**src/rtl/umi_pkg.sv**
```systemverilog
// Shared UMI definitions for request/response endpoints.
//   - Request/response opcode values.
//   - Bit positions and widths of the command fields.
//   - Response error codes carried in cmd[26:25].
//   - A packed struct holding the decoded command fields.
package umi_pkg;

  // Opcodes
  localparam logic [4:0] UMI_REQ_READ   = 5'h01;
  localparam logic [4:0] UMI_RESP_READ  = 5'h02;
  localparam logic [4:0] UMI_REQ_WRITE  = 5'h03;
  localparam logic [4:0] UMI_RESP_WRITE = 5'h04;
  localparam logic [4:0] UMI_REQ_POSTED = 5'h05;

  // Command field positions
  localparam int UMI_OPCODE_LSB = 0;
  localparam int UMI_OPCODE_W   = 5;
  localparam int UMI_SIZE_LSB   = 5;
  localparam int UMI_SIZE_W     = 3;
  localparam int UMI_LEN_LSB    = 8;
  localparam int UMI_LEN_W      = 8;
  localparam int UMI_QOS_LSB    = 16;
  localparam int UMI_QOS_W      = 4;
  localparam int UMI_PROT_LSB   = 20;
  localparam int UMI_PROT_W     = 2;
  localparam int UMI_EOM_BIT    = 22;
  localparam int UMI_EOF_BIT    = 23;
  localparam int UMI_RSVD_BIT   = 24;
  localparam int UMI_ERR_LSB    = 25;
  localparam int UMI_ERR_W      = 2;
  localparam int UMI_HOSTID_LSB = 27;
  localparam int UMI_HOSTID_W   = 5;

  // Response error codes
  localparam logic [1:0] UMI_ERR_OK  = 2'b00;
  localparam logic [1:0] UMI_ERR_SLV = 2'b10;
  localparam logic [1:0] UMI_ERR_DEC = 2'b11;

  typedef struct packed {
    logic [UMI_HOSTID_W-1:0] hostid;
    logic [UMI_ERR_W-1:0]    err;
    logic                    rsvd;
    logic                    eof;
    logic                    eom;
    logic [UMI_PROT_W-1:0]   prot;
    logic [UMI_QOS_W-1:0]    qos;
    logic [UMI_LEN_W-1:0]    len;
    logic [UMI_SIZE_W-1:0]   size;
    logic [UMI_OPCODE_W-1:0] opcode;
  } umi_cmd_t;

endpackage

```
**src/rtl/umi_cmd_decode.sv**
```systemverilog
// Combinational UMI command field extractor.
//   cmd    : raw command word (CW bits, fields live in the low 32)
//   fields : decoded command fields
module umi_cmd_decode
  import umi_pkg::*;
#(
  parameter int CW = 32
) (
  input  logic [CW-1:0] cmd,
  output umi_cmd_t      fields
);

  assign fields.opcode = cmd[UMI_OPCODE_LSB +: UMI_OPCODE_W];
  assign fields.size   = cmd[UMI_SIZE_LSB +: UMI_SIZE_W];
  assign fields.len    = cmd[UMI_LEN_LSB +: UMI_LEN_W];
  assign fields.qos    = cmd[UMI_QOS_LSB +: UMI_QOS_W];
  assign fields.prot   = cmd[UMI_PROT_LSB +: UMI_PROT_W];
  assign fields.eom    = cmd[UMI_EOM_BIT];
  assign fields.eof    = cmd[UMI_EOF_BIT];
  assign fields.rsvd   = cmd[UMI_RSVD_BIT];
  assign fields.err    = cmd[UMI_ERR_LSB +: UMI_ERR_W];
  assign fields.hostid = cmd[UMI_HOSTID_LSB +: UMI_HOSTID_W];

endmodule

```
**src/rtl/umi_regfile_endpoint.sv**
```systemverilog
// UMI request sink terminating single-beat READ / WRITE / POSTED requests
// against a bank of NREGS 32-bit registers.
//   clk, reset        : clock, synchronous active-high reset
//   umi_in_*          : request channel (valid/ready)
//   umi_out_*         : response channel (valid/ready), single output register
//   regs_out          : flattened register contents, reg i at [32i+31:32i]
//   err_count         : saturating count of rejected/unsupported requests
module umi_regfile_endpoint
  import umi_pkg::*;
#(
  parameter int             DW    = 32,
  parameter int             AW    = 64,
  parameter int             CW    = 32,
  parameter int             NREGS = 16,
  parameter logic [AW-1:0]  BASE  = '0
) (
  input  logic                clk,
  input  logic                reset,
  input  logic                umi_in_valid,
  input  logic [CW-1:0]       umi_in_cmd,
  input  logic [AW-1:0]       umi_in_dstaddr,
  input  logic [AW-1:0]       umi_in_srcaddr,
  input  logic [DW-1:0]       umi_in_data,
  output logic                umi_in_ready,
  output logic                umi_out_valid,
  output logic [CW-1:0]       umi_out_cmd,
  output logic [AW-1:0]       umi_out_dstaddr,
  output logic [AW-1:0]       umi_out_srcaddr,
  output logic [DW-1:0]       umi_out_data,
  input  logic                umi_out_ready,
  output logic [32*NREGS-1:0] regs_out,
  output logic [15:0]         err_count
);

  // Register index width and the number of low address bits spanned by the bank
  localparam int IDXW = $clog2(NREGS);
  localparam int OFFW = IDXW + 2;

  // Decoded request
  umi_cmd_t req;

  umi_cmd_decode #(
    .CW (CW)
  ) u_cmd_decode (
    .cmd    (umi_in_cmd),
    .fields (req)
  );

  // Output stage state
  logic          out_valid_reg;
  logic [CW-1:0] out_cmd_reg;
  logic [AW-1:0] out_dstaddr_reg;
  logic [AW-1:0] out_srcaddr_reg;
  logic [DW-1:0] out_data_reg;
  logic [15:0]   err_count_reg;
  logic [15:0]   err_count_next;

  // Request classification
  logic            accept;
  logic            is_read;
  logic            is_write;
  logic            is_posted;
  logic            misaligned;
  logic            slv_err;
  logic            dec_err;
  logic            req_ok;
  logic            count_err;
  logic            wr_en;
  logic [IDXW-1:0] reg_idx;
  logic [1:0]      byte_off;
  logic [1:0]      resp_err;
  logic [CW-1:0]   resp_cmd;

  // Byte-lane datapath
  logic [3:0]  size_lanes;
  logic [3:0]  byte_mask;
  logic [31:0] wr_bit_mask;
  logic [31:0] rd_bit_mask;
  logic [31:0] wr_bits;
  logic [31:0] sel_word;
  logic [31:0] rd_shift;
  logic [31:0] rd_data;

  // A response can be loaded whenever the output register is empty or draining
  assign umi_in_ready = !out_valid_reg || umi_out_ready;
  assign accept       = umi_in_valid && umi_in_ready;

  assign is_read   = (req.opcode == UMI_REQ_READ);
  assign is_write  = (req.opcode == UMI_REQ_WRITE);
  assign is_posted = (req.opcode == UMI_REQ_POSTED);

  assign reg_idx  = umi_in_dstaddr[OFFW-1:2];
  assign byte_off = umi_in_dstaddr[1:0];

  // Size legality and natural alignment; sizes above 4 bytes are never legal
  always_comb begin
    misaligned = 1'b1;
    size_lanes = 4'b0000;
    case (req.size)
      3'd0: begin
        misaligned = 1'b0;
        size_lanes = 4'b0001;
      end
      3'd1: begin
        misaligned = umi_in_dstaddr[0];
        size_lanes = 4'b0011;
      end
      3'd2: begin
        misaligned = |umi_in_dstaddr[1:0];
        size_lanes = 4'b1111;
      end
      default: begin
        misaligned = 1'b1;
        size_lanes = 4'b0000;
      end
    endcase
  end

  assign slv_err = (req.len != '0) || misaligned;

  // BASE is aligned to the bank span, so range check is an upper-bit compare
  assign dec_err = (umi_in_dstaddr[AW-1:OFFW] != BASE[AW-1:OFFW]);

  assign req_ok    = !slv_err && !dec_err;
  assign count_err = !(is_read || is_write || is_posted) || !req_ok;
  assign wr_en     = accept && (is_write || is_posted) && req_ok;

  assign resp_err = slv_err ? UMI_ERR_SLV :
                    dec_err ? UMI_ERR_DEC : UMI_ERR_OK;

  // Byte lanes: write lanes start at the byte offset, data enters from lane 0
  assign byte_mask = size_lanes << byte_off;
  assign wr_bits   = umi_in_data << {byte_off, 3'b000};

  genvar gi;
  generate
    for (gi = 0; gi < 4; gi++) begin : g_lane
      assign wr_bit_mask[8*gi +: 8] = {8{byte_mask[gi]}};
      assign rd_bit_mask[8*gi +: 8] = {8{size_lanes[gi]}};
    end
  endgenerate

  // Register bank; each register is its own flop group so regs_out is free
  generate
    for (gi = 0; gi < NREGS; gi++) begin : g_reg
      logic [31:0] value_reg;

      always_ff @(posedge clk) begin
        if (reset) begin
          value_reg <= '0;
        end else if (wr_en && (reg_idx == IDXW'(gi))) begin
          value_reg <= (value_reg & ~wr_bit_mask) | (wr_bits & wr_bit_mask);
        end
      end

      assign regs_out[32*gi +: 32] = value_reg;
    end
  endgenerate

  // Read path: pre-write register value, shifted down and trimmed to size
  assign sel_word = regs_out[32*reg_idx +: 32];
  assign rd_shift = sel_word >> {byte_off, 3'b000};
  assign rd_data  = rd_shift & rd_bit_mask;

  // Response command: request attributes echoed, eom forced, error code set
  always_comb begin
    resp_cmd = '0;
    resp_cmd[UMI_OPCODE_LSB +: UMI_OPCODE_W] = is_read ? UMI_RESP_READ : UMI_RESP_WRITE;
    resp_cmd[UMI_SIZE_LSB +: UMI_SIZE_W]     = req.size;
    resp_cmd[UMI_LEN_LSB +: UMI_LEN_W]       = req.len;
    resp_cmd[UMI_QOS_LSB +: UMI_QOS_W]       = req.qos;
    resp_cmd[UMI_PROT_LSB +: UMI_PROT_W]     = req.prot;
    resp_cmd[UMI_EOM_BIT]                    = 1'b1;
    resp_cmd[UMI_EOF_BIT]                    = req.eof;
    resp_cmd[UMI_ERR_LSB +: UMI_ERR_W]       = resp_err;
    resp_cmd[UMI_HOSTID_LSB +: UMI_HOSTID_W] = req.hostid;
  end

  always_comb begin
    err_count_next = err_count_reg;
    if (accept && count_err && (err_count_reg != 16'hFFFF)) begin
      err_count_next = err_count_reg + 16'd1;
    end
  end

  // Output register: loads on an accepted READ/WRITE, otherwise holds until
  // the consumer takes it
  always_ff @(posedge clk) begin
    if (reset) begin
      out_valid_reg   <= 1'b0;
      out_cmd_reg     <= '0;
      out_dstaddr_reg <= '0;
      out_srcaddr_reg <= '0;
      out_data_reg    <= '0;
      err_count_reg   <= '0;
    end else begin
      if (accept && (is_read || is_write)) begin
        out_valid_reg   <= 1'b1;
        out_cmd_reg     <= resp_cmd;
        out_dstaddr_reg <= umi_in_srcaddr;
        out_srcaddr_reg <= umi_in_dstaddr;
        out_data_reg    <= (is_read && req_ok) ? rd_data : '0;
      end else if (umi_out_ready) begin
        out_valid_reg <= 1'b0;
      end
      err_count_reg <= err_count_next;
    end
  end

  assign umi_out_valid   = out_valid_reg;
  assign umi_out_cmd     = out_cmd_reg;
  assign umi_out_dstaddr = out_dstaddr_reg;
  assign umi_out_srcaddr = out_srcaddr_reg;
  assign umi_out_data    = out_data_reg;
  assign err_count       = err_count_reg;

  // Request fields that a response never reflects
  logic unused_req_bits;
  assign unused_req_bits = ^{req.eom, req.rsvd, req.err};

endmodule

```
**config.mk**
```make
export PLATFORM = sky130hd
export DESIGN_NAME = umi_regfile_endpoint
export DESIGN_NICKNAME = d
export VERILOG_FILES = /design/src/rtl/umi_pkg.sv /design/src/rtl/umi_cmd_decode.sv /design/src/rtl/umi_regfile_endpoint.sv
export SDC_FILE = /design/constraint.sdc
export NUM_CORES = 1
export LEC_CHECK = 0
export ABC_CLOCK_PERIOD_IN_PS = 2720
export BUFFER_PORTS_ARGS = -buffer_cell sky130_fd_sc_hd__clkbuf_2
export CAP_MARGIN = 20
export CORE_AREA = 2 2 359 361
export DETAILED_ROUTE_END_ITERATION = 8
export DIE_AREA = 0 0 361 363
export PLACE_DENSITY = 0.54
export SYNTH_ARGS = -nofsm -noshare
export SYNTH_HDL_FRONTEND = slang
export SYNTH_SLANG_ARGS = --single-unit
```
**constraint.sdc**
```tcl
create_clock -name clk -period 2.72 [get_ports clk]
set_input_delay 0.544 -clock clk [delete_from_list [all_inputs] [get_ports clk]]
set_output_delay 0.544 -clock clk [all_outputs]
set_load 0.02 [all_outputs]
```
==> results of run 1 <==
stage by stage:
step	hold WS, ns	instances	setup WS [ns]
3_3_place_gp	0.4420	6077	-0.6216
5_1_grt	0.04402	6238	0.02659
6_report	0.06572	6239	0.1691
3_5_place_dp	0.4458	6077	-0.6375
4_1_cts	0.005852	6234	0.1161
2_1_floorplan	0.5235	3363	0.1189
final cells by class:
| type | count | area, um^2 | area share |
|---|---|---|---|
| clock inverter | 40 | 506.7 | 0.01147 |
| timing repair buffer | 1347 | 8882 | 0.2011 |
| antenna | 5 | 12.51 | 0.0002833 |
| tap | 1662 | 2079 | 0.04708 |
| multi-input combinational | 2347 | 15850 | 0.3589 |
| sequential | 717 | 14350 | 0.3250 |
| inverter | 5 | 18.77 | 0.0004249 |
| clock buffer | 116 | 2466 | 0.05583 |
logic make-up (layout without fill, tap and decap cells):
group	Yosys count	after routing	synth area share
flip-flops	717	717	0.4555
buffers and inverters	299	1508	0.04240
AND/OR/NAND/NOR	1229	1229	0.2082
other	1	9	0.0001190
multiplexers	436	436	0.1699
adder cells (fa/ha/maj)	1	1	0.0003970
AO/OA/AOI/OAI	673	673	0.1224
XOR/XNOR	4	4	0.001112
cell usage in the layout, fill, tap and decap left out, types with 9 or more instances in the layout:
| cell type | instances |
|---|---|
| a211oi_1 | 16 |
| a21oi_1 | 214 |
| a221o_1 | 12 |
| a221oi_1 | 21 |
| a22o_1 | 14 |
| a22oi_1 | 22 |
| and2_1 | 12 |
| buf_12 | 81 |
| buf_4 | 357 |
| clkbuf_1 | 11 |
| clkbuf_16 | 87 |
| clkbuf_2 | 905 |
| clkbuf_8 | 18 |
| clkinv_2 | 17 |
| dfxtp_1 | 717 |
| mux2i_1 | 350 |
| mux4_2 | 77 |
| nand2_1 | 376 |
| nand3_1 | 55 |
| nand3_2 | 41 |
| nand3b_1 | 289 |
| nor2_1 | 312 |
| nor2b_1 | 12 |
| nor3_1 | 22 |
| nor4_1 | 22 |
| o211ai_1 | 10 |
| o21ai_0 | 283 |
| o21ai_1 | 19 |
| o22ai_1 | 21 |
| o31ai_1 | 9 |
| or2_2 | 18 |
| or4_1 | 9 |
critical path, delay by kind of cell:
family	cells	cell delay [ns]
simple gates	5	1.41
buf+inv	5	1.00
mux	1	0.16
layer usage:
layer / share of wire / up-vias
met5: 0.00022 / -
met4: 0.045 / 6
met2: 0.49 / 1300
met3: 0.086 / 275
li1: - / 14341
met1: 0.38 / 15412
path summary, 6_finish.rpt:
path / endpoint / slack, ns / cells after the start
max: register / 0.17 / 11
min: umi_out_cmd[18] / 0.07 / 3
max reg2reg: umi_out_data[0] / 0.32 / 6
min reg2reg: umi_out_dstaddr[1] / 0.45 / 2
report_power, final:
part | internal (mW) | switching, mW | leakage [nW]
Clock | 7.16 | 5.02 | 1.46
Sequential | 10.5 | 0.0209 | 5.78
Combinational | 0.706 | 1.15 | 12.6
==> flow_metrics.tcl, run 1 <==
set metrics [dict create \
    status "complete, no violations" \
    place_hpwl_um 134300 \
    maxSlewHeadroom 0.2605 \
    peakVddDrop_mv 0.4648 \
    async_reset_ff_frac 0 \
    critPathMostFrequentCell "buf_4" \
    synth.top_cell.area_share 0.4555 \
    drive_above_1_share 0.3611 \
    firstDrtPassIters 6 \
    clock-root-buffer "clkbuf_16" \
    syn2layout_area_growth_pct 40.16 \
    end_kind "register" \
    max_stage_delay_ns 0.58 \
    clk_pin_slew_ns 0.06 \
    finalMaxSlewViolations 0 \
    use_met1 0.2793 \
    startpoint "umi_in_dstaddr[46]" \
    seq_area_frac_synth 0.4555 \
    synth-edff-count 0 \
    fin_util 0.3477 \
    start_util 0.2481 \
    rsz0062_at_grt "no" \
    cts.sinks 717 \
    synth_top_cells_by_area "dfxtp_1, mux2i_1, nand3b_1" \
    htree_levels 3 \
    busiest_layer "met2" \
    syn_avg_cell_area_um2 9.379 \
    setup_viol 0 \
    start_kind "primary input" \
    powerDensity_nw_per_um2 556.8 \
    fmax_mhz 392.0 \
    finClkSkew_ns 0.03365 \
    grt_use_total 0.2458 \
    synth.most_common_cell "dfxtp_1" \
    hold_buffers 1 \
    die_h_um 363 \
    routed_via_density 5.022 \
    maxCapViolCount 0 \
    yosys_warnings 0 \
    critPathMaxFanout 10 \
    antenna_found_initial 7 \
    first_iter_violations 2843 \
    core-area_um2 127000 \
    cpMaxStageDelayCell "nor4_1" \
    gp_congestion 0.9318 \
    grt_pass1_wl_um 230200 \
    grt_overflow 0 \
    period_minus_slack_ns 2.551 \
    ys_types 72 \
    total_power_mw 24.59 \
    dieArea_um2 131000 \
    met3_usage 0.07761 \
    ioPinCount 918 \
    wl_um 168800 \
    finalSetupTns_ns 0 \
    tightest_slew_ns 1.101 \
    post_cts_resized 0 \
    grt_max_degree 144 \
    drc_errors 0 \
    design_area_um2 44170 \
    p_leak_nw 19.80 \
    clock_tree.buffer_depth 3 \
    via_count 31334 \
    wl_per_cell_um 27.05 \
    synthCells 3360 \
    met2_usage 0.4223 \
    syn_area_um2 31510 \
    finalCritPeriodShare 0.9378 \
    ys_seq_elements 717 \
    fill_cells 13241 \
    first_global_vias 29610 \
    worst-setup-path-type "in -> reg" \
    hold_violations 0 \
    numPortBuffers 909 \
    cp_cell_sequence "clkbuf_2, nor4_1, nand3_1, buf_4, nor4_2, buf_4, buf_4, nand3_2, buf_12, mux2i_1, nor2_1" \
    postRouteAntennaNets 0 \
    cts_tree "yes" \
    synthTopCellsByCount "dfxtp_1, nand2_1, mux2i_1, nor2_1, nand3b_1" \
    min_path_type "in -> reg" \
    die_width_um 361 \
    synth_top_area_cell "dfxtp_1" \
    nNetsFinal 4701 \
    post-cts-setup-buffers 0 \
    synth_ff_type "dfxtp_1" \
    std_cell_rows 131 \
    insertion_delay_ns 0.71 \
    hp-start "umi_in_cmd[18]" \
    placed_area_um2 41180 \
    cts_buffers 86 \
    worst_ep_arrival_time_ns 3.13 \
    cp_data_required_time_ns 3.30 \
]
Power figures use the tool's default switching activity.
==> inputs of run 2 (changes only) <==
--- a/config.mk
+++ b/config.mk
@@ -5,13 +5,14 @@
 export SDC_FILE = /design/constraint.sdc
 export NUM_CORES = 1
 export LEC_CHECK = 0
-export ABC_CLOCK_PERIOD_IN_PS = 2720
+export ABC_CLOCK_PERIOD_IN_PS = 2300
 export BUFFER_PORTS_ARGS = -buffer_cell sky130_fd_sc_hd__clkbuf_2
 export CAP_MARGIN = 20
 export CORE_AREA = 2 2 359 361
 export DETAILED_ROUTE_END_ITERATION = 8
 export DIE_AREA = 0 0 361 363
-export PLACE_DENSITY = 0.54
+export GPL_TIMING_DRIVEN = 0
+export PLACE_DENSITY = 0.44
 export SYNTH_ARGS = -nofsm -noshare
 export SYNTH_HDL_FRONTEND = slang
 export SYNTH_SLANG_ARGS = --single-unit
==> constraint.sdc (replaced) <==
create_clock -name clk -period 2.3 [get_ports clk]
set_input_delay 0.46 -clock clk [delete_from_list [all_inputs] [get_ports clk]]
set_output_delay 0.46 -clock clk [all_outputs]
set_load 0.02 [all_outputs]
==> run 2 against run 1 <==
  * Highest routed layer is now met4
  * Total power is 22% higher
  * Critical path type unchanged
  * Sequential share of layout area is 0.63 points lower
  * Wire length is 22% higher
  * Critical path depth decreased by 2
  * Setup slack got worse by 0.41 ns
  * The run now ends with negative setup slack left
  * Flip-flop and latch count unchanged
==> flow_metrics.tcl, run 2 (synthesis results as in run 1) <==
set metrics [dict create \
    status "finished, violations left" \
    failed_checks "negative setup slack" \
    numPortBuffers 904 \
    period_minus_slack_ns 2.536 \
    firstDrtPassIters 6 \
    fmax_mhz 394.3 \
    drc_errors 0 \
    final_common_cell "clkbuf_2" \
    setup_ws_ns -0.2360 \
    setup_viol 11 \
    maxSlewHeadroom 0.2261 \
    die_width_um 361 \
    met2_usage 0.5035 \
    start_kind "primary input" \
    p_leak_nw 19.51 \
    grt_pass1_wl_um 270700 \
    first_iter_violations 2998 \
    htree_levels 3 \
    clock_tree.buffer_depth 3 \
    antenna_found_initial 17 \
    finClkSkew_ns 0.03922 \
    cts_tree "yes" \
    core-area_um2 127000 \
    placed_area_um2 38750 \
    use_met1 0.3400 \
    worst_ep_arrival_time_ns 3.16 \
    worst-setup-path-type "in -> reg" \
    clock-root-buffer "clkbuf_16" \
    die_h_um 363 \
    rsz0062_at_grt "yes" \
    end_kind "register" \
    grt_max_degree 20 \
    hold_violations 0 \
    met3_usage 0.09977 \
    min_path_type "in -> reg" \
    finalMaxSlewViolations 0 \
    postRouteAntennaNets 0 \
    start_util 0.2481 \
    finalSetupTns_ns -1.155 \
    wl_per_cell_um 32.64 \
    cp_data_required_time_ns 2.93 \
    maxCapViolCount 0 \
    syn2layout_area_growth_pct 43.30 \
    design_area_um2 45160 \
    tightest_slew_ns 1.161 \
    grt_overflow 0 \
    finalCritPeriodShare 1.103 \
    busiest_layer "met2" \
    pre_cts_ws_ns -1.957 \
    insertion_delay_ns 0.71 \
    place_hpwl_um 162300 \
    dieArea_um2 131000 \
    via_count 32679 \
    timing.hold.ws_ns 0.04648 \
    cts.sinks 717 \
    final_cell_mix "clkbuf_2, dfxtp_1, nand2_1" \
    drive_above_1_share 0.3559 \
    first_global_vias 31493 \
    powerDensity_nw_per_um2 662.6 \
    peakVddDrop_mv 0.6082 \
    grt_use_total 0.2980 \
    ioPinCount 918 \
    clk_pin_slew_ns 0.06 \
    routed_via_density 5.187 \
    wl_um 205600 \
    gp_congestion 0.9590 \
    total_power_mw 29.92 \
    critPathMaxFanout 10 \
    nNetsFinal 4761 \
    cts_buffers 92 \
    std_cell_rows 131 \
]
## run 2: worst paths after layout
| check | start | end | slack, ns | cells past startpoint |
|---|---|---|---|---|
| max | umi_in_dstaddr[5] | umi_out_data[16] | -0.24 | 9 |
| min | umi_in_dstaddr[32] | umi_out_srcaddr[32] | 0.05 | 3 |
| max reg2reg | register | umi_out_data[3] | -0.18 | 6 |
| min reg2reg | umi_out_srcaddr[1] | umi_out_srcaddr[1] | 0.45 | 2 |
## run 2: worst max-delay path, stage by stage
cell,delay (ns)
clkbuf_2,0.22
buf_2,0.40
clkbuf_4,0.35
nor2_1,0.09
a221oi_1,0.90
a221o_2,0.41
buf_4,0.15
a22oi_1,0.06
nor2_1,0.10
## run 2: metrics by stage
stage                     std cells  utilization
final                          6300       0.3555
after global routing           6298       0.3555
after CTS                      6260       0.3495
after detailed placement       5938       0.3050
after global placement         5929       0.3043
after floorplan                3363            -
## run 2: power by group
part | total [mW] | internal (mW) | switching (mW)
logic | 2.57 | 0.834 | 1.74
clock network | 14.9 | 8.74 | 6.12
registers | 12.5 | 12.5 | 0.0257
total | 29.9 | 22.0 | 7.89
## run 2: repair_timing
item / 4_1_cts / 5_1_grt
hold endpoints to repair: 111 / 0
hold buffers: 111 / 0
cloned: 2 / 8
pin swaps: 20 / 31
buffers inserted: 50 / 28
setup endpoints to repair: 717 / 599
gates resized for setup: 314 / 147
## run 2: routing by layer
metal	part of all wire	vias up
met4	0.050	0
met5	0	-
met2	0.48	1507
met1	0.38	16335
li1	-	14504
met3	0.092	333
## run 2: layout make-up
class | instances | area, um^2
diodes | 7 | 17.52
plain buffers | 291 | 1947
clock buffers | 130 | 2635
clock inverters | 31 | 396.6
fillers | 13244 | 81870
inverters | 5 | 18.77
multi-input cells | 2354 | 17110
flip-flops and latches | 717 | 14390
well taps | 1662 | 2079
repair buffers | 1103 | 6560
